[config.mk]
export PLATFORM = sky130hd
export DESIGN_NAME = pea_top_module_1
export DESIGN_NICKNAME = d
export VERILOG_FILES = /design/src/rtl/pea_top_module_1.sv
export SDC_FILE = /design/constraint.sdc
export NUM_CORES = 2
export LEC_CHECK = 0
export ABC_AREA = 1
export BUFFER_PORTS_ARGS = -buffer_cell sky130_fd_sc_hd__buf_2
export CAP_MARGIN = 15
export CORE_AREA = 2 2 565 567
export CTS_CLUSTER_SIZE = 12
export DETAILED_ROUTE_END_ITERATION = 10
export DIE_AREA = 0 0 567 569
export GPL_ROUTABILITY_DRIVEN = 1
export MAX_ROUTING_LAYER = met4
export PLACE_DENSITY = 0.43
export SETUP_SLACK_MARGIN = 0.1
export SYNTH_ARGS = -nofsm -noshare
export SYNTH_HDL_FRONTEND = slang
export SYNTH_SLANG_ARGS = --single-unit
[constraint.sdc]
create_clock -name clk -period 18.4 [get_ports clk]
set_input_delay 0.92 -clock clk [delete_from_list [all_inputs] [get_ports clk]]
set_output_delay 0.92 -clock clk [all_outputs]
set_load 0.02 [all_outputs]
[src/rtl/pea_top_module_1.sv]
// Polynomial evaluation actor: decodes commands from a command FIFO, stores up to eight
// polynomials (STP), evaluates them by Horner's rule (EVP), clears them (RST), reports results.
module pea_top_module_1 #(
  parameter int unsigned WIDTH       = 16,
  parameter int unsigned BUFFER_SIZE = 1024
) (
  input  logic                           clk,
  input  logic                           rst,
  input  logic [WIDTH-1:0]               data_in_fifo_command,
  input  logic [WIDTH-1:0]               data_in_fifo_data,
  input  logic                           invoke,
  input  logic [1:0]                     next_instr,
  input  logic [$clog2(BUFFER_SIZE)-1:0] data_pop,
  input  logic [$clog2(BUFFER_SIZE)-1:0] command_pop,
  output logic                           rd_in_command,
  output logic                           rd_in_data,
  output logic                           FC,
  output logic                           wr_out,
  output logic [31:0]                    data_out_result,
  output logic [31:0]                    data_out_status,
  output logic [7:0]                     instr,
  output logic [4:0]                     arg2
);

  localparam logic [7:0] OpStp = 8'h01;
  localparam logic [7:0] OpEvp = 8'h02;
  localparam logic [7:0] OpRst = 8'h04;

  typedef enum logic [2:0] {StIdle, StGc, StExec, StOut, StDone} state_e;

  state_e      state_q;
  logic        rd_cmd_q, rd_data_q, fc_q, wr_q;
  logic [31:0] res_out_q, stat_out_q;
  logic [7:0]  instr_q;
  logic [2:0]  b_q;
  logic [4:0]  arg2_q;
  logic [31:0] result_q, acc_q, x_q;
  logic        error_q;
  logic [3:0]  step_q, idx_q;
  logic [15:0] coef_q [8][11];
  logic [3:0]  deg_q [8];
  logic [7:0]  valid_q;

  logic        stp_ok;
  logic [3:0]  cidx;
  logic [31:0] c_ext, cn_ext, horner;
  logic        unused_pop;

  assign unused_pop = ^{data_pop, command_pop};
  assign stp_ok     = (arg2_q <= 5'd10);
  assign cidx       = idx_q - 4'd1;
  assign c_ext      = {{16{coef_q[b_q][cidx][15]}}, coef_q[b_q][cidx]};
  assign cn_ext     = {{16{coef_q[b_q][deg_q[b_q]][15]}}, coef_q[b_q][deg_q[b_q]]};
  // Low 32 bits of the product are identical for signed and unsigned operands.
  assign horner     = acc_q * x_q + c_ext;

  always_ff @(posedge clk) begin
    if (rst) begin
      state_q    <= StIdle;
      rd_cmd_q   <= 1'b0;
      rd_data_q  <= 1'b0;
      fc_q       <= 1'b0;
      wr_q       <= 1'b0;
      res_out_q  <= '0;
      stat_out_q <= '0;
      instr_q    <= '0;
      b_q        <= '0;
      arg2_q     <= '0;
      result_q   <= '0;
      error_q    <= 1'b0;
      acc_q      <= '0;
      x_q        <= '0;
      step_q     <= '0;
      idx_q      <= '0;
      valid_q    <= '0;
      deg_q      <= '{default: '0};
    end else begin
      rd_cmd_q  <= 1'b0;
      rd_data_q <= 1'b0;
      fc_q      <= 1'b0;
      wr_q      <= 1'b0;
      case (state_q)
        StIdle: begin
          if (invoke) begin
            step_q <= '0;
            unique case (next_instr)
              2'b00: begin
                state_q  <= StGc;
                rd_cmd_q <= 1'b1;
              end
              2'b01: begin
                state_q   <= StExec;
                rd_data_q <= (instr_q == OpEvp) || ((instr_q == OpStp) && stp_ok);
              end
              2'b10: begin
                state_q    <= StOut;
                wr_q       <= 1'b1;
                res_out_q  <= result_q;
                stat_out_q <= {instr_q, b_q, arg2_q, 15'b0, error_q};
              end
              default: begin
                state_q <= StDone;
                fc_q    <= 1'b1;
              end
            endcase
          end
        end
        StGc: begin
          step_q <= step_q + 4'd1;
          // The popped word is at the FIFO head one cycle after the strobe.
          if (step_q == 4'd1) begin
            instr_q <= data_in_fifo_command[7:0];
            b_q     <= data_in_fifo_command[10:8];
            arg2_q  <= data_in_fifo_command[15:11];
            state_q <= StDone;
            fc_q    <= 1'b1;
          end
        end
        StExec: begin
          case (instr_q)
            OpStp: begin
              if (!stp_ok) begin
                result_q <= '0;
                error_q  <= 1'b1;
                state_q  <= StDone;
                fc_q     <= 1'b1;
              end else begin
                if (step_q != 4'd0) coef_q[b_q][step_q - 4'd1] <= data_in_fifo_data[15:0];
                if (step_q == arg2_q[3:0] + 4'd1) begin
                  deg_q[b_q]   <= arg2_q[3:0];
                  valid_q[b_q] <= 1'b1;
                  result_q     <= '0;
                  error_q      <= 1'b0;
                  state_q      <= StDone;
                  fc_q         <= 1'b1;
                end else begin
                  rd_data_q <= (step_q < arg2_q[3:0]);
                  step_q    <= step_q + 4'd1;
                end
              end
            end
            OpEvp: begin
              if (step_q == 4'd0) begin
                step_q <= 4'd1;
              end else if (step_q == 4'd1) begin
                x_q <= {{16{data_in_fifo_data[15]}}, data_in_fifo_data[15:0]};
                if (!valid_q[b_q]) begin
                  result_q <= '0;
                  error_q  <= 1'b1;
                  state_q  <= StDone;
                  fc_q     <= 1'b1;
                end else begin
                  acc_q  <= cn_ext;
                  idx_q  <= deg_q[b_q];
                  step_q <= 4'd2;
                end
              end else if (idx_q == 4'd0) begin
                result_q <= acc_q;
                error_q  <= 1'b0;
                state_q  <= StDone;
                fc_q     <= 1'b1;
              end else begin
                acc_q <= horner;
                idx_q <= idx_q - 4'd1;
              end
            end
            OpRst: begin
              for (int k = 0; k < 11; k++) coef_q[b_q][k] <= '0;
              deg_q[b_q]   <= '0;
              valid_q[b_q] <= 1'b0;
              result_q     <= '0;
              error_q      <= 1'b0;
              state_q      <= StDone;
              fc_q         <= 1'b1;
            end
            default: begin
              result_q <= '0;
              error_q  <= 1'b1;
              state_q  <= StDone;
              fc_q     <= 1'b1;
            end
          endcase
        end
        StOut: begin
          state_q <= StDone;
          fc_q    <= 1'b1;
        end
        StDone:  state_q <= StIdle;
        default: state_q <= StIdle;
      endcase
    end
  end

  assign rd_in_command   = rd_cmd_q;
  assign rd_in_data      = rd_data_q;
  assign FC              = fc_q;
  assign wr_out          = wr_q;
  assign data_out_result = res_out_q;
  assign data_out_status = stat_out_q;
  assign instr           = instr_q;
  assign arg2            = arg2_q;

endmodule

==> flow_summary.yaml <==
cells_and_area:
  stdcell_area_mm2: 0.0900
  drive_gt1_share_pct: 8.27
  fin_cells: 11800
  utilization_pct: 28.4
  area_delta_synth_final_pct: 14.1
  layout.nets: 7998
  nFillCells: 32900
clock_network:
  clk_pin_slew_ns: 0.06
  cts.sinks: 1612
  clk_path_buf_depth: 4
  cts_resized: 0
  root_buffer: "clkbuf_16"
  cts_hold_buf: 0
  cts_setup_buffers: 0
  numCtsBuffers: 186
  htree_num_levels: 4
  clk_latency_ns: 0.87
  cts_tree: "yes"
floorplan:
  die_w_um: 567
  fp.dieH_um: 569
  ios: 138
  initial_utilization_pct: 24.9
  die_area_mm2: 0.323
  core_mm2: 0.317
  rows: 207
yosys:
  ys_seq_area_share_pct: 58.8
  yosysTopAreaCellShare_pct: 53.6
  netlist_area_mm2: 0.0789
  netlist_top_cells_area: "edfxtp_1 (54%), fa_1 (8.5%), o21ai_0 (6.2%), nor2_1 (5.2%), dfxtp_1 (5.2%)"
  synth-async-reset-ratio_pct: 0
  syn_avg_cell_area_um2: 10.5
  ys_seq_elements: 1612
  syn_inst: 7484
  ys_types: 49
  yosys.area.top_type: "edfxtp_1"
  synth-edff-count: 1408
  ys.flop_type: "edfxtp_1"
  yosysMostFrequentCell: "edfxtp_1"
  ys_warn_count: 0
  synth_commonest_cells: "edfxtp_1 (1408), nor2_1 (1092), nand2_1 (1068)"
place:
  numPortBuffers: 102
  place_hpwl_um: 166000
  routabilityCongestion: 0.913
  dp_cells: 11500
  placed_cell_area_mm2: 0.0844
worst_setup_path:
  required_ns: 19.10
  r2r_end: "acc_q[17]"
  rrSetupSlack_ns: 7.74
  crit_slowest_cell: "o21ai_0"
  cp-end-kind: "flop"
  worst-path-max-fanout: 160
  path_class: "reg2reg"
  max_stage_delay_ns: 0.83
  setup.worst_path.start_class: "flop"
  cp.arrival_ns: 11.35
  rr_worst_depth: 32
  path_common_cell: "o21ai_0"
timing:
  holdWs_ns: 0.348
  final.min_clock_period_ns: 10.66
  tightestPinTransition_ns: 1.25
  skew_ns: 0.0984
  maxSlewViolCount: 0
  finalSetupViolCount: 0
  finalCritPeriodShare_pct: 57.9
  tns_ns: 0
  max_slew_margin_pct: 15.7
  fmax_mhz: 93.8
  rsz0062_at_grt: "false"
  hold_violations: 0
power_and_ir_drop:
  p_leak_uw: 0.0335
  ir_drop_mv: 0.0720
  power.density_mw_per_mm2: 91.9
global_routing:
  grt_first_pass_wirelength_um: 382000
  grt_max_degree: 161
  grt_overflow_total: 0
  antenna_found_initial: 5
  grt_usage_pct: 16.4
  grt_pass1_vias: 54200
flow_run:
  maxCapViolCount: 0
drt:
  vias: 55600
  wl_per_cell_um: 22.3
  detail_route.first_pass.iterations: 6
  vias_per_cell: 4.71
  drcViolationCount: 0
  ant_nets: 0
  drt_first_iter_violations: 5321
  wirelength_um: 263000
run_status:
  outcome: "completed"
min_path:
  hp-class: "in2reg"
  hold_end: "instr[7]"
  min_delay_path_depth: 3
  hp-start: "data_in_fifo_command[7]"
[state kept, by name, indices dropped and copies added, names as in the netlist, named ones only]
signal	flops
instr	8
rd_in_data	1
state_q	3
x_q	16
data_out_result	32
arg2	5
coef_q	1408
error_q	1
b_q	3
deg_q	32
acc_q	32
idx_q	4
step_q	4
FC	1
data_out_status	17
wr_out	1
rd_in_command	1
result_q	32
[worst max-delay path, delay by kind of cell (launching register included)]
family / cells / cell delay, ns
flip-flops: 1 / 0.72
adder cells (fa/ha/maj): 6 / 2.79
AO/OA/AOI/OAI: 10 / 2.82
AND/OR/NAND/NOR: 7 / 0.56
buffers and inverters: 9 / 3.36
[power breakdown]
| group | internal (uW) | switching (uW) | leakage, uW |
|---|---|---|---|
| sequential | 3990 | 22.1 | 0.0143 |
| combinational | 164 | 615 | 0.0166 |
| clock | 2000 | 1480 | 0.00268 |
[through the flow]
| stage | total power, uW | setup slack, ns |
|---|---|---|
| after floorplan | 4510 | 11.39 |
| after global placement | 4860 | 7.72 |
| after detailed placement | 4870 | 7.69 |
| after CTS | 8360 | 7.68 |
| after global routing | 8550 | 6.97 |
| final | 8270 | 7.74 |
[worst max path at each step]
stage | startpoint | endpoint | slack [ns]
after CTS | flop | acc_q[26] | 7.68
final | flop | acc_q[17] | 7.74
after floorplan | idx_q[0] | acc_q[26] | 11.39
after global placement | flop | acc_q[26] | 7.72
after detailed placement | flop | acc_q[26] | 7.69
after global routing | flop | acc_q[14] | 6.97
[per-layer routing]
metal	global-route usage (%)	up-vias	routed length, um
met5	-	-	0
met4	3.96	0	6300
met3	1.90	315	12800
met2	26.0	1473	122000
met1	22.3	28200	121000
li1	-	25600	-
[area by class of cell]
| type | instances | area, um^2 | share of cell area, % |
|---|---|---|---|
| clock buffers | 233 | 4910 | 5.46 |
| well taps | 4180 | 5230 | 5.81 |
| flip-flops and latches | 1612 | 46400 | 51.5 |
| diodes | 6 | 15.0 | 0.0167 |
| inverters | 717 | 2710 | 3.01 |
| clock inverters | 73 | 617 | 0.685 |
| repair buffers | 306 | 2110 | 2.35 |
| multi-input cells | 4669 | 28000 | 31.2 |
[cells by family (layout without fill, tap and decap cells)]
group / after synthesis / after routing / share of synthesized area, %
XOR/XNOR: 24 / 24 / 0.276
AND/OR/NAND/NOR: 2393 / 2393 / 11.9
buffers and inverters: 1217 / 1329 / 6.03
multiplexers: 45 / 45 / 0.571
adder cells (fa/ha/maj): 449 / 449 / 10.3
other: 1 / 21 / 0.00475
AO/OA/AOI/OAI: 1743 / 1743 / 12.2
flip-flops: 1612 / 1612 / 58.8
[cell usage in the layout, fill, tap and decap left out, types with 16 or more instances in the layout]
| master | n |
|---|---|
| o21ai_0 | 979 |
| inv_2 | 18 |
| o22ai_1 | 286 |
| clkbuf_1 | 40 |
| nor2_4 | 20 |
| o2111ai_1 | 30 |
| fa_1 | 334 |
| nor2_1 | 1058 |
| o221ai_1 | 25 |
| inv_1 | 693 |
| dfxtp_1 | 201 |
| nand3_1 | 183 |
| nor2_2 | 16 |
| clkinv_1 | 35 |
| ha_1 | 115 |
| clkbuf_16 | 188 |
| edfxtp_1 | 1408 |
| mux2i_1 | 45 |
| nand2_1 | 1066 |
| a21oi_1 | 295 |
| buf_4 | 199 |
| o211ai_1 | 57 |
| buf_2 | 101 |
(Power assumes the default switching activity.)
